--- config.mk ---
export PLATFORM = sky130hd
export DESIGN_NAME = branch_update_queue
export DESIGN_NICKNAME = d
export VERILOG_FILES = /design/src/rtl/branch_update_queue.sv
export SDC_FILE = /design/constraint.sdc
export NUM_CORES = 1
export LEC_CHECK = 0
export CAP_MARGIN = 20
export CORE_MARGIN = 5
export CORE_UTILIZATION = 53
export CTS_BUF_LIST = sky130_fd_sc_hd__clkbuf_4
export CTS_CLUSTER_DIAMETER = 40
export DETAILED_ROUTE_END_ITERATION = 16
export GPL_TIMING_DRIVEN = 0
export PLACE_DENSITY = 0.92
export SYNTH_ARGS = -nofsm -noshare
export SYNTH_HDL_FRONTEND = slang
export SYNTH_SLANG_ARGS = --single-unit
--- constraint.sdc ---
create_clock -name clk -period 4.09 [get_ports clk]
set_clock_uncertainty 0.2 [all_clocks]
set_input_delay 1.227 -clock clk [delete_from_list [all_inputs] [get_ports clk]]
set_output_delay 1.227 -clock clk [all_outputs]
set_load 0.02 [all_outputs]
--- src/rtl/branch_update_queue.sv ---
// FIFO of resolved branch outcomes that drains one entry per cycle into the BHT update port.
// Optional feature: define BUQ_STATS_EN to build the branch and misprediction counters.
module branch_update_queue #(
    parameter int DEPTH = 4
) (
    input  logic                     clk,
    input  logic                     rst_n,
    input  logic                     res_valid,
    output logic                     res_ready,
    input  logic [31:0]              res_pc,
    input  logic                     res_taken,
    input  logic                     res_pred_taken,
    input  logic                     update_hold,
    output logic                     update_en,
    output logic [31:0]              update_pc,
    output logic                     update_actual_taken,
    output logic [$clog2(DEPTH):0]   count,
    output logic [31:0]              stat_branches,
    output logic [31:0]              stat_mispredicts
);
    localparam int PW = $clog2(DEPTH);
    localparam int CW = PW + 1;

    logic [31:0]   mem_pc [DEPTH];
    logic          mem_taken [DEPTH];

    logic [PW-1:0] wr_ptr_q, wr_ptr_d;
    logic [PW-1:0] rd_ptr_q, rd_ptr_d;
    logic [CW-1:0] count_q, count_d;
    logic          upd_en_q, upd_en_d;
    logic [31:0]   upd_pc_q, upd_pc_d;
    logic          upd_tk_q, upd_tk_d;
    logic          acc, pop;

    // A full queue still accepts when the head leaves in the same cycle.
    assign pop       = (count_q != '0) & ~update_hold;
    assign res_ready = (count_q != CW'(DEPTH)) | pop;
    assign acc       = res_valid & res_ready;

    always_comb begin
        wr_ptr_d = wr_ptr_q;
        rd_ptr_d = rd_ptr_q;
        upd_en_d = pop;
        upd_pc_d = upd_pc_q;
        upd_tk_d = upd_tk_q;
        count_d  = count_q + {{PW{1'b0}}, acc} - {{PW{1'b0}}, pop};
        if (acc) wr_ptr_d = wr_ptr_q + PW'(1);
        if (pop) begin
            rd_ptr_d = rd_ptr_q + PW'(1);
            upd_pc_d = mem_pc[rd_ptr_q];
            upd_tk_d = mem_taken[rd_ptr_q];
        end
    end

    always_ff @(posedge clk) begin
        if (!rst_n) begin
            wr_ptr_q <= '0;
            rd_ptr_q <= '0;
            count_q  <= '0;
            upd_en_q <= 1'b0;
            upd_pc_q <= '0;
            upd_tk_q <= 1'b0;
        end else begin
            wr_ptr_q <= wr_ptr_d;
            rd_ptr_q <= rd_ptr_d;
            count_q  <= count_d;
            upd_en_q <= upd_en_d;
            upd_pc_q <= upd_pc_d;
            upd_tk_q <= upd_tk_d;
        end
    end

    // Entry storage carries no reset; stale contents are unreachable once pointers clear.
    always_ff @(posedge clk) begin
        if (acc) begin
            mem_pc[wr_ptr_q]    <= res_pc;
            mem_taken[wr_ptr_q] <= res_taken;
        end
    end

    assign update_en           = upd_en_q;
    assign update_pc           = upd_pc_q;
    assign update_actual_taken = upd_tk_q;
    assign count               = count_q;

`ifdef BUQ_STATS_EN
    logic [31:0] stat_br_q, stat_br_d;
    logic [31:0] stat_mp_q, stat_mp_d;

    always_comb begin
        stat_br_d = stat_br_q;
        stat_mp_d = stat_mp_q;
        if (acc && stat_br_q != 32'hFFFF_FFFF) stat_br_d = stat_br_q + 32'd1;
        if (acc && (res_taken != res_pred_taken) && stat_mp_q != 32'hFFFF_FFFF)
            stat_mp_d = stat_mp_q + 32'd1;
    end

    always_ff @(posedge clk) begin
        if (!rst_n) begin
            stat_br_q <= '0;
            stat_mp_q <= '0;
        end else begin
            stat_br_q <= stat_br_d;
            stat_mp_q <= stat_mp_d;
        end
    end

    assign stat_branches    = stat_br_q;
    assign stat_mispredicts = stat_mp_q;
`else
    logic stats_unused;
    assign stats_unused     = res_pred_taken;
    assign stat_branches    = 32'h0;
    assign stat_mispredicts = 32'h0;
`endif
endmodule

**Word level (Yosys, flattened, before mapping)**

Memories as Yosys holds them, arrays and structs flattened. A register that Yosys moved wholly into a read port is not among the register bits.
Cells that the tools add are included.

- Memory bits (writable): 132
- Memories kept: 2
- Logic and storage cells: 20
- Register bits: 8
- Input port bits: 38

- Add/subtract/negate cells: 4
- Bitwise logic cells: 4
- Reduce and logical (&&, ||, !) cells: 3
- Equality and inequality tests: 1
- Multiplexer cells: 2

Memories:

| name | depth | width | read ports | clocked after memory_dff | wr ports | RTL line | text |
|---|---|---|---|---|---|---|---|
| mem_pc | 4 | 32 | 1 | 1 | 1 | 24 | `logic [31:0] mem_pc [DEPTH];` |
| mem_taken | 4 | 1 | 1 | 1 | 1 | 25 | `logic mem_taken [DEPTH];` |

Operator list:

| cell | count |
|---|---|
| 2-bit by 1-bit adder with 2-bit output, second input constant | 2 |
| 3-bit by 1-bit adder with 3-bit output | 1 |
| 3-bit != test, second input constant | 1 |
| 3-bit nonzero test | 1 |
| 3-bit by 1-bit subtractor with 3-bit output | 1 |
| 1-bit AND | 2 |
| 1-bit zero test | 2 |
| 1-bit 2-to-1 mux | 2 |
| 1-bit inverter | 1 |
| 1-bit bitwise OR | 1 |

**Logic depth before layout (Yosys ltp)**

- Word-level depth: 6
- Gate-level depth with buffers: 12
- Depth with buffers taken out: 11

**Least setup slack after synthesis**

Ideal clock, no wire load.

- Path type: input to register
- Start: in update_hold
- End: reg count_q[2] (netlist: count[2])
- Data arrival time: 3,210 ps
- Stages on the path: 12
- Library setup time: 78 ps
- Slack: 603 ps
- Path through: clkbuf_1 -> and4bb_2 -> inv_1 -> nand2_1 -> ha_1 -> inv_1 -> ha_1 -> inv_1 -> fa_1 -> xor2_1 -> and2_1 -> nor3_1

- Longest elaborated chain between the ends: 6

Ends and longest elaborated chain:

| item | RTL line | text |
|---|---|---|
| start: declaration | 13 | `input logic update_hold,` |
| 1-bit inverter | 36 | `assign pop = (count_q != '0) & ~update_hold;` |
| 1-bit AND | 36 |  |
| 1-bit bitwise OR | 37 | `assign res_ready = (count_q != CW'(DEPTH)) \| pop;` |
| net res_ready | 9 | `output logic res_ready,` |
| 1-bit AND | 38 | `assign acc = res_valid & res_ready;` |
| 3-bit by 1-bit adder with 3-bit output | 46 | `count_d = count_q + {{PW{1'b0}}, acc} - {{PW{1'b0}}, pop};` |
| 3-bit by 1-bit subtractor with 3-bit output | 46 |  |
| end signal: assignment | 66 | `count_q <= count_d;` |
| end: declaration | 29 | `logic [CW-1:0] count_q, count_d;` |

The timed path passes the listed nets, and every way through them passes these cells.
A chain may end at the register's enable or synchronous reset.

**Worst setup path after layout**

- Start: in update_hold
- End: out res_ready

- Longest elaborated chain between the ends: 3

Ends and longest elaborated chain:

| item | RTL line |
|---|---|
| 1-bit inverter | 36 |
| 1-bit AND | 36 |
| 1-bit bitwise OR | 37 |
| end: declaration | 9 |

No other way between the ends.

==> run_results.csv <==
group,metric,value,unit
detailed_routing,vias_per_cell,4.95,
die,start_util,53.8,%
power,cellLeakagePower,3.06,nW
worst_setup_path,cp.required,2.66,ns
timing,worstMarginPinSlew,0.907,ns
timing,setup_ws,0.134,ns
clock_tree,htree_num_levels,4,
synthesis,synth-xor-area-share,0.130,%
die,dieArea,15100,um2
layout,drive_above_1_share,26.8,%
run,cap_violations,0,
global_routing,grt_pass1_vias,3613,
global_routing,antenna_found_initial,0,
detailed_routing,highest_layer,"met4",
synthesis,yosys_warnings,0,
clock_tree,root_buffer,"clkbuf_4",
synthesis,syn_area,6740,um2
synthesis,ys_ff_latch,173,
worst_hold_path,hold_path.startpoint,"update_pc[28]",
clock_tree,cts_made_buffers,17,
worst_setup_path,critPathKind,"in2out",
detailed_routing,wl_met1,4620,um
die,fp.dieH,123,um
timing,fin_crit,3.96,ns
worst_setup_path,crit_arrival,2.53,ns
synthesis,synth_cells,362,
detailed_routing,dr_wl_met2,6250,um
clock_tree,cts_num_sinks,173,
global_routing,grt_pass1_wl,18900,um
place,placedCellCount,670,
global_routing,gr-total-overflow,0,
layout,num-fill-cells,871,
die,die_x,123,um
synthesis,synth_compound_area_share,5.03,%
run_status,run_status,"finished, final reports clean",
worst_setup_path,path_max_fanout,8,
timing,setup_viol,0,
detailed_routing,route.detailed.drc,0,
clock_tree,cts_setup_buffers,0,
worst_setup_path,crit_path_end_kind,"output port",
synthesis,postSynthAreaPerCell,18.6,um2
place,gp_congestion,0.687,
die,core_area,12500,um2
worst_setup_path,r2r_start,"count[1]",
detailed_routing,drtIter0Drc,168,
clock_tree,clk_latency,0.53,ns
synthesis,synth_adder_area_share,1.41,%
worst_setup_path,crit_path_start,"update_hold",
layout,fin_cells,702,
power,power.density,522,nW/um2
die,pin_count,140,
layout,layout.cells.most_common,"edfxtp_1",
detailed_routing,wl_met3,1360,um
clock_tree,clk_pin_slew_worst_paths,0.15,ns
clock_tree,ctsResizeCount,0,
detailed_routing,wl_per_cell,17.5,um
timing,rsz0062_at_grt,"false",
worst_hold_path,hold_path.class,"reg2reg",
synthesis,synth_top_family_by_area,"multiplexers",
timing,slew_viol_final,0,
synthesis,yosysSeqAreaShare,71.0,%
timing,fmax,253,MHz
place,portBuffers,73,
power,power,4.29,mW
detailed_routing,ant_nets,0,
timing,hold_viol,0,
timing,setup_tns,0,ns
place,hpwl,8140,um
clock_tree,holdBufCountCts,0,
synthesis,yosys-mux-area-fraction,11.4,%
detailed_routing,drt_wl_total,12300,um
synthesis,synth_cell_types,31,
timing,relSlewSlack,39.5,%
synthesis,yosys.area_share.simple,1.80,%
layout,fin_nets,562,
clock_tree,cts_tree,"yes",
global_routing,grt_max_degree,34,
detailed_routing,vias,3472,
layout,diodes,0,
detailed_routing,first_pass_iters,4,
clock_tree,cts_buffer_depth,2,
timing,period_share,96.7,%
die,placementRows,41,
power,ir_drop,0.340,mV
worst_setup_path,startpoint_type,"primary input",
place,preCtsSetupSlack,0.146,ns
layout,area_growth,22.1,%
timing,whs,0.294,ns
layout,mostFrequentLayoutCells,"edfxtp_1, clkdlybuf4s50_1, buf_4, conb_1, dfxtp_1",
global_routing,grt_use_total,16.9,%
## flip-flops by register name (all words and copies together) (netlist names)
register	count
rd_ptr_q	2
update_actual_taken	1
mem_taken	4
update_en	1
wr_ptr_q	2
mem_pc	128
count	3
update_pc	32
## cell usage after synthesis
| master | count | area share (%) |
|---|---|---|
| a21oi_1 | 4 | 0.30 |
| a22o_1 | 33 | 4.3 |
| and2_1 | 2 | 0.19 |
| and3_1 | 4 | 0.37 |
| and4bb_2 | 1 | 0.19 |
| buf_12 | 1 | 0.30 |
| buf_2 | 7 | 0.52 |
| buf_4 | 64 | 7.1 |
| buf_6 | 3 | 0.50 |
| clkbuf_1 | 4 | 0.22 |
| conb_1 | 1 | 0.056 |
| dfxtp_1 | 41 | 12 |
| edfxtp_1 | 132 | 59 |
| fa_1 | 1 | 0.30 |
| ha_1 | 6 | 1.1 |
| inv_1 | 7 | 0.39 |
| inv_4 | 1 | 0.093 |
| mux4_1 | 6 | 2.3 |
| mux4_2 | 27 | 9.0 |
| nand2_1 | 1 | 0.056 |
| nand3_1 | 2 | 0.15 |
| nor2_1 | 3 | 0.17 |
| nor3_1 | 1 | 0.074 |
| nor3_2 | 1 | 0.15 |
| nor3_4 | 1 | 0.24 |
| o21a_1 | 1 | 0.11 |
| o21ai_0 | 3 | 0.22 |
| o31ai_1 | 1 | 0.11 |
| or3_2 | 1 | 0.11 |
| or4_1 | 1 | 0.11 |
| xor2_1 | 1 | 0.13 |
## where the power goes
group,internal (mW),leakage (nW),switching (mW)
Clock,0.339,0.161,0.645
Combinational,0.548,1.35,0.567
Sequential,2.09,1.55,0.0969
Total,2.98,3.06,1.31
## logic make-up after synthesis
kind of cell / Yosys count
other cells: 1
simple gates: 18
xor+xnor: 1
fa+ha+maj: 7
mux: 33
flops: 173
compound gates: 42
buf+inv: 87
## per-stage QoR
| step | instance area (um2) | util [%] |
|---|---|---|
| global route | 8220 | 65.7 |
| floorplan | 6970 | - |
| detailed placement | 7920 | 63.3 |
| finish | 8220 | 65.7 |
| CTS | 8220 | 65.7 |
| global placement | 7920 | 63.3 |
## layer usage
layer,global-route usage [%],vias up
met4,5.11,0
met1,19.3,1690
met5,0,-
met2,29.4,171
met3,6.68,8
li1,-,1603
## worst paths after layout
check	end	slack (ns)	depth (start not counted)
worst max-delay path	res_ready	0.13	4
worst min register to register	update_pc[28]	0.29	1
worst max register to register	count[2]	1.39	11
worst min-delay path	update_pc[28]	0.29	1
## final cells by class
cell class | count | area (um2) | share of cell area (%)
clock inverters | 15 | 171 | 2.08
repair buffers | 73 | 731 | 8.89
plain buffers | 79 | 584 | 7.11
flip-flops and latches | 173 | 4780 | 58.2
well taps | 172 | 215 | 2.62
inverters | 8 | 32.5 | 0.396
multi-input cells | 165 | 1580 | 19.2
clock buffers | 17 | 128 | 1.55
## worst max-delay path, cell delays in order
cell and delay [ns]:
clkbuf_1 0.17, and4bb_2 0.29, inv_1 0.18, clkdlybuf4s50_1 0.65
Note: power is estimated with default switching activity, not from simulation.
